**config.mk**
```make
export PLATFORM = sky130hd
export DESIGN_NAME = decode_reg_read
export DESIGN_NICKNAME = d
export VERILOG_FILES = /design/src/rtl/decode_reg_read.sv
export SDC_FILE = /design/constraint.sdc
export NUM_CORES = 2
export LEC_CHECK = 0
export BUFFER_PORTS_ARGS = -buffer_cell sky130_fd_sc_hd__buf_2
export CAP_MARGIN = 10
export CORE_AREA = 2 2 649 651
export CTS_CLUSTER_DIAMETER = 80
export DETAILED_ROUTE_END_ITERATION = 10
export DIE_AREA = 0 0 651 653
export PLACE_DENSITY = 0.3
export SETUP_SLACK_MARGIN = 0.1
export SLEW_MARGIN = 25
export SYNTH_ARGS = -nofsm -noshare
export SYNTH_HDL_FRONTEND = slang
export SYNTH_SLANG_ARGS = --single-unit
```
**constraint.sdc**
```tcl
create_clock -name clk -period 15.1 [get_ports clk]
set_clock_uncertainty 0.1 [all_clocks]
set_input_delay 4.53 -clock clk [delete_from_list [all_inputs] [get_ports clk]]
set_output_delay 4.53 -clock clk [all_outputs]
set_load 0.01 [all_outputs]
```
**src/rtl/decode_reg_read.sv**
```systemverilog
// Y86-64 decode stage: register-id decode, register read with E/M/W forwarding, E pipeline register.
// Define FORWARDING_DISABLE_EN to remove forwarding (valA/valB then come only from the register file or valP).
module decode_reg_read #(
    parameter int         WIDTH  = 64,
    parameter logic [3:0] RNONE  = 4'hF,
    parameter logic [3:0] RSP_ID = 4'h4
) (
    input  logic             clk,
    input  logic             rst,
    input  logic [2:0]       D_stat,
    input  logic [3:0]       D_icode,
    input  logic [3:0]       D_ifun,
    input  logic [3:0]       D_rA,
    input  logic [3:0]       D_rB,
    input  logic [WIDTH-1:0] D_valC,
    input  logic [WIDTH-1:0] D_valP,
    input  logic [3:0]       e_dstE,
    input  logic [WIDTH-1:0] e_valE,
    input  logic [3:0]       M_dstE,
    input  logic [WIDTH-1:0] M_valE,
    input  logic [3:0]       M_dstM,
    input  logic [WIDTH-1:0] m_valM,
    input  logic [3:0]       W_dstE,
    input  logic [WIDTH-1:0] W_valE,
    input  logic [3:0]       W_dstM,
    input  logic [WIDTH-1:0] W_valM,
    input  logic [WIDTH-1:0] reg_in0,
    input  logic [WIDTH-1:0] reg_in1,
    input  logic [WIDTH-1:0] reg_in2,
    input  logic [WIDTH-1:0] reg_in3,
    input  logic [WIDTH-1:0] reg_in4,
    input  logic [WIDTH-1:0] reg_in5,
    input  logic [WIDTH-1:0] reg_in6,
    input  logic [WIDTH-1:0] reg_in7,
    input  logic [WIDTH-1:0] reg_in8,
    input  logic [WIDTH-1:0] reg_in9,
    input  logic [WIDTH-1:0] reg_in10,
    input  logic [WIDTH-1:0] reg_in11,
    input  logic [WIDTH-1:0] reg_in12,
    input  logic [WIDTH-1:0] reg_in13,
    input  logic [WIDTH-1:0] reg_in14,
    input  logic             E_stall,
    input  logic             E_bubble,
    output logic [3:0]       d_srcA,
    output logic [3:0]       d_srcB,
    output logic [2:0]       E_stat,
    output logic [3:0]       E_icode,
    output logic [3:0]       E_ifun,
    output logic [WIDTH-1:0] E_valC,
    output logic [WIDTH-1:0] E_valA,
    output logic [WIDTH-1:0] E_valB,
    output logic [3:0]       E_dstE,
    output logic [3:0]       E_dstM,
    output logic [3:0]       E_srcA,
    output logic [3:0]       E_srcB
);

    logic [WIDTH-1:0] rf [0:15];
    logic [3:0]       srcA_d, srcB_d, dstE_d, dstM_d;
    logic [WIDTH-1:0] valA_d, valB_d, valC_d;

    logic [2:0]       stat_q;
    logic [3:0]       icode_q, ifun_q, dstE_q, dstM_q, srcA_q, srcB_q;
    logic [WIDTH-1:0] valC_q, valA_q, valB_q;

    assign rf[0]  = reg_in0;
    assign rf[1]  = reg_in1;
    assign rf[2]  = reg_in2;
    assign rf[3]  = reg_in3;
    assign rf[4]  = reg_in4;
    assign rf[5]  = reg_in5;
    assign rf[6]  = reg_in6;
    assign rf[7]  = reg_in7;
    assign rf[8]  = reg_in8;
    assign rf[9]  = reg_in9;
    assign rf[10] = reg_in10;
    assign rf[11] = reg_in11;
    assign rf[12] = reg_in12;
    assign rf[13] = reg_in13;
    assign rf[14] = reg_in14;
    assign rf[15] = '0;

    // Decode: register ids per instruction class
    always_comb begin
        srcA_d = RNONE;
        srcB_d = RNONE;
        dstE_d = RNONE;
        dstM_d = RNONE;
        case (D_icode)
            4'h2: begin srcA_d = D_rA;   dstE_d = D_rB; end
            4'h3: begin dstE_d = D_rB; end
            4'h4: begin srcA_d = D_rA;   srcB_d = D_rB; end
            4'h5: begin srcB_d = D_rB;   dstM_d = D_rA; end
            4'h6: begin srcA_d = D_rA;   srcB_d = D_rB;   dstE_d = D_rB; end
            4'h8: begin srcB_d = RSP_ID; dstE_d = RSP_ID; end
            4'h9: begin srcA_d = RSP_ID; srcB_d = RSP_ID; dstE_d = RSP_ID; end
            4'hA: begin srcA_d = D_rA;   srcB_d = RSP_ID; dstE_d = RSP_ID; end
            4'hB: begin srcA_d = RSP_ID; srcB_d = RSP_ID; dstE_d = RSP_ID; dstM_d = D_rA; end
            default: ;
        endcase
    end

    assign d_srcA = srcA_d;
    assign d_srcB = srcB_d;

    // Read and forward: youngest in-flight producer wins, RNONE never matches
    always_comb begin
        valA_d = (srcA_d == RNONE) ? '0 : rf[srcA_d];
        valB_d = (srcB_d == RNONE) ? '0 : rf[srcB_d];
`ifndef FORWARDING_DISABLE_EN
        if (srcA_d != RNONE) begin
            if      (srcA_d == e_dstE) valA_d = e_valE;
            else if (srcA_d == M_dstM) valA_d = m_valM;
            else if (srcA_d == M_dstE) valA_d = M_valE;
            else if (srcA_d == W_dstM) valA_d = W_valM;
            else if (srcA_d == W_dstE) valA_d = W_valE;
        end
        if (srcB_d != RNONE) begin
            if      (srcB_d == e_dstE) valB_d = e_valE;
            else if (srcB_d == M_dstM) valB_d = m_valM;
            else if (srcB_d == M_dstE) valB_d = M_valE;
            else if (srcB_d == W_dstM) valB_d = W_valM;
            else if (srcB_d == W_dstE) valB_d = W_valE;
        end
`endif
        if (D_icode == 4'h7 || D_icode == 4'h8)
            valA_d = D_valP;
        valC_d = (D_icode <= 4'hB) ? D_valC : '0;
    end

`ifdef FORWARDING_DISABLE_EN
    logic unused_fwd;
    assign unused_fwd = ^{e_dstE, e_valE, M_dstE, M_valE, M_dstM, m_valM,
                          W_dstE, W_valE, W_dstM, W_valM};
`endif

    // E pipeline register: reset/bubble load a nop, stall holds
    always_ff @(posedge clk or posedge rst) begin
        if (rst) begin
            stat_q  <= 3'd1;
            icode_q <= 4'h1;
            ifun_q  <= 4'h0;
            valC_q  <= '0;
            valA_q  <= '0;
            valB_q  <= '0;
            dstE_q  <= RNONE;
            dstM_q  <= RNONE;
            srcA_q  <= RNONE;
            srcB_q  <= RNONE;
        end else if (!E_stall) begin
            if (E_bubble) begin
                stat_q  <= 3'd1;
                icode_q <= 4'h1;
                ifun_q  <= 4'h0;
                valC_q  <= '0;
                valA_q  <= '0;
                valB_q  <= '0;
                dstE_q  <= RNONE;
                dstM_q  <= RNONE;
                srcA_q  <= RNONE;
                srcB_q  <= RNONE;
            end else begin
                stat_q  <= D_stat;
                icode_q <= D_icode;
                ifun_q  <= D_ifun;
                valC_q  <= valC_d;
                valA_q  <= valA_d;
                valB_q  <= valB_d;
                dstE_q  <= dstE_d;
                dstM_q  <= dstM_d;
                srcA_q  <= srcA_d;
                srcB_q  <= srcB_d;
            end
        end
    end

    assign E_stat  = stat_q;
    assign E_icode = icode_q;
    assign E_ifun  = ifun_q;
    assign E_valC  = valC_q;
    assign E_valA  = valA_q;
    assign E_valB  = valB_q;
    assign E_dstE  = dstE_q;
    assign E_dstM  = dstM_q;
    assign E_srcA  = srcA_q;
    assign E_srcB  = srcB_q;

endmodule

```
==> impl_summary.log <==
INFO  metric run_status = finished clean
INFO  metric relSlewSlack = 16.6%
INFO  metric path_class = primary input to primary output
INFO  metric setup_total_negative_slack = 0 ns
INFO  metric cts_repair_resizes = 0
INFO  metric place_ws = 3.80 ns
INFO  metric cts_num_sinks = around 220
INFO  metric timing.critical_path.fanout_max = 47
INFO  metric top_signal_layer_used = met5
INFO  metric max-cap-violations = 0
INFO  metric synth_enable_flop_cells = 0
INFO  metric ctsHtreeMaxLevel = 2
INFO  metric route.layer.met1.wl = approximately 210000 um
INFO  metric cts_tree = done
INFO  metric detail-route-antenna-nets = 0
INFO  metric port_buffers = 1677
INFO  metric timing.critical_path.slowest_stage_cell = sky130_fd_sc_hd__a221o_4
INFO  metric number_of_antenna_violations_at_the_first_check_in_global_routing = 791
INFO  metric grt_start_max_net_pins = between 100 and 150
INFO  metric powerDensity = just over 70 nW/um2
INFO  metric unrepaired_setup_endpoints_after_global_routing = no
INFO  metric cts_made_buffers = 39
INFO  metric hold_depth = 2
INFO  metric worst_slew_pin_slew = 1.25 ns
INFO  metric total_congestion_overflow_after_global_routing = 0
INFO  metric drv_slew = 0
INFO  metric finalHoldViolations = 0
INFO  metric grt_pass1_vias = 44800
INFO  metric p_leak = between 15 and 20 nW
INFO  metric timing.critical_path.slowest_cell_delay = 0.72 ns
INFO  metric insertion_delay_of_the_later_clocked_pin_in_the_worst_skew_pair = 0.63 ns
INFO  metric cp.arrival = 6.65 ns
INFO  metric wl_per_cell = 46.7 um
INFO  metric startpoint_class_of_the_critical_path = primary input
INFO  metric avgSynthCellArea = 7.58 um2
INFO  metric chipHeight = 653 um
INFO  metric timing.critical_path.max_delay_family = buffers and inverters
INFO  metric timing.final.ws_setup = 3.82 ns
INFO  metric synthesis.nets = 5359
INFO  metric critical_path_endpoint_category = primary output
INFO  metric synth_area_leaders = sky130_fd_sc_hd__dfrtp_1 (17%), sky130_fd_sc_hd__nand2_1 (7.8%), sky130_fd_sc_hd__mux4_2 (6.2%)
INFO  metric fin_total_pwr = about 3.4 mW
INFO  metric synthesis.yosys.warnings = 0
INFO  metric drtPass1Iterations = 9
INFO  metric detailroute.via_count = 50100
INFO  metric finalCriticalPeriod = 11.28 ns
INFO  metric first_iter_violations = ~6600
INFO  metric total_length_of_routed_met3_wires = 67700 um
INFO  metric postCtsSetupBuffers = 0
INFO  metric worstPathBufferInverterCount = 3
INFO  metric die_area = 425000 um2
INFO  metric syn2layout_area_growth = 60.6%
INFO  metric rrSetupSlack = 13.91 ns
INFO  metric clkTransAtPathRegs = about 0.06 ns
INFO  metric layout-drive-gt1-share = 41.0%
INFO  metric reg2regPathDepth = 2
INFO  metric netlist-cell-type-count = 71
INFO  metric syn-instance-count = 3908
INFO  metric fmax = 0.0887 GHz
INFO  metric timing.critical_path.cells = buf_2 > nor3b_2 > a221o_4 > inv_8 > buf_2
INFO  metric timing.hold.worst.class = flop to flop
INFO  metric post_cts_hold_buffer_count = 0
INFO  metric synth-seq-cells = 219
INFO  metric dieWidth = 651 um
INFO  metric timing.final.crit_share = roughly 75%
INFO  metric detail_route.wirelength = 530000 um
INFO  metric vdd_ir_drop_max = 61.9 uV
INFO  metric layout_commonest_cell = sky130_fd_sc_hd__buf_2
INFO  metric crit_path_frequent_cell = sky130_fd_sc_hd__buf_2
INFO  metric commonest_non_fill_non_tap_cells_in_the_layout = sky130_fd_sc_hd__buf_2 (1681), sky130_fd_sc_hd__nand2_1 (612), sky130_fd_sc_hd__a21oi_1 (247), sky130_fd_sc_hd__a22oi_1 (244), sky130_fd_sc_hd__o21ai_0 (208)
INFO  metric cts-root-buf = sky130_fd_sc_hd__clkbuf_16
INFO  metric critPathRequiredTime = ~10 ns
INFO  metric avgViaCountPerCell = 4.42
INFO  metric i_o_pin_cnt = 1678
INFO  metric cts.path.max_buffers = 3
INFO  metric worst-path-stages = 5
INFO  metric nNetsFinal = a little under 7000
INFO  metric asyncSetResetFlopFracSynth = 100%
INFO  metric final_core_utilization = 11.4%
INFO  metric yosys.area.top_type_share = roughly 17%
INFO  metric setup_viol = 0
INFO  metric finalInstanceArea = approximately 48000 um2
INFO  metric post_dp_cell_area = around 45000 um2
INFO  metric drc_errors = 0
INFO  metric synth_sequential_area_ratio = between 10% and 20%
INFO  metric initial_cell_density_of_the_core = 7.08%
INFO  metric hpwlAfterDp = 449000 um
INFO  metric syn_area = 29600 um2
INFO  metric most_frequently_used_flop_master_after_synthesis = sky130_fd_sc_hd__dfrtp_1
INFO  metric rows = 238
INFO  metric grt_first_pass_wirelength = approximately 630000 um
INFO  metric wl_met2 = 227000 um
INFO  metric core_region_area = 418000 um2
INFO  metric grt_util_all_layers = a little under a quarter
INFO  metric synth_largest_area_cell = sky130_fd_sc_hd__dfrtp_1
INFO  metric routabilityCongestion = 0.964
==> worst register-to-register path: stages, from the launching register on <==
cell and delay, ns:
sky130_fd_sc_hd__dfrtp_1 0.49, sky130_fd_sc_hd__a221oi_2 0.34, sky130_fd_sc_hd__a31oi_1 0.13
==> sequential cells by signal, indices dropped and copies added, names as in the netlist, 4 cells and up <==
| signal | cells |
|---|---|
| E_srcB | 4 |
| E_srcA | 4 |
| E_valC | 64 |
| E_icode | 4 |
| E_dstM | 4 |
| E_valA | 64 |
| E_dstE | 4 |
| E_ifun | 4 |
| E_valB | 64 |
==> final timing paths <==
check                            from          to
hold / removal              E_dstE[2]   E_dstE[2]
max in group asynchronous         rst  E_valB[11]
setup reg to reg           E_valB[39]  E_valB[39]
setup / recovery           D_icode[2]   d_srcA[0]
hold reg to reg             E_dstE[2]   E_dstE[2]
min in group asynchronous         rst  E_valA[32]
==> power breakdown <==
group	switching, mW	internal (mW)	leakage (nW)
combinational	1.17	0.514	15.5
clock	0.421	0.590	0.667
sequential	0.0341	0.632	2.91
total	1.63	1.74	19.0
==> cell usage after synthesis (23+ instances only) <==
library cell               instances
sky130_fd_sc_hd__a211oi_1         66
sky130_fd_sc_hd__a21oi_1         253
sky130_fd_sc_hd__a221o_1          76
sky130_fd_sc_hd__a221oi_1        199
sky130_fd_sc_hd__a222oi_1         74
sky130_fd_sc_hd__a22o_1          145
sky130_fd_sc_hd__a22oi_1         244
sky130_fd_sc_hd__a311oi_1        129
sky130_fd_sc_hd__a31oi_1          55
sky130_fd_sc_hd__and3_1           81
sky130_fd_sc_hd__buf_1            39
sky130_fd_sc_hd__buf_2            75
sky130_fd_sc_hd__clkbuf_1        354
sky130_fd_sc_hd__dfrtp_1         201
sky130_fd_sc_hd__inv_1            29
sky130_fd_sc_hd__mux2_2           50
sky130_fd_sc_hd__mux2i_1          96
sky130_fd_sc_hd__mux4_2           82
sky130_fd_sc_hd__nand2_1         618
sky130_fd_sc_hd__nand3_1          26
sky130_fd_sc_hd__nor2_1          204
sky130_fd_sc_hd__nor3_1           85
sky130_fd_sc_hd__nor4_1           39
sky130_fd_sc_hd__o211ai_1         99
sky130_fd_sc_hd__o21a_1           50
sky130_fd_sc_hd__o21ai_0         221
sky130_fd_sc_hd__o22ai_1          36
sky130_fd_sc_hd__o31a_1           63
sky130_fd_sc_hd__xnor2_1          23
==> logic make-up after synthesis <==
logic type / Yosys count / synth area share, %
AOI/OAI and AO/OA: 1798 / 45.4
and+or+nand+nor: 1108 / 16.3
buffers and inverters: 517 / 7.12
muxes: 241 / 11.9
DFF: 219 / 18.6
xor gates and xnor gates: 25 / 0.739
==> final cells by class <==
cell class | count | area (um2)
inverters | 35 | 179
repair buffers | 1862 | 9910
multi-input cells | 3172 | 22500
clock buffers | 50 | 1110
clock inverters | 19 | 235
fillers | 48900 | 371000
well taps | 5520 | 6910
flip-flops and latches | 219 | 5500
diodes | 473 | 1180
==> per-stage QoR <==
stage | instances | hold WS (ns)
floorplan | 3908 | 0.370
global placement | 10800 | 0.355
detailed placement | 10800 | 0.356
CTS | 10900 | 0.366
global route | 11100 | 0.374
finish | 11400 | 0.368
==> routing by layer <==
| layer | up-vias | track usage (%) |
|---|---|---|
| li1 | 19100 | - |
| met1 | 25000 | 28.4 |
| met2 | 4184 | 36.2 |
| met3 | 1422 | 12.1 |
| met4 | 358 | 8.52 |
| met5 | - | 0 |
Note: power is estimated with default switching activity, not from simulation.
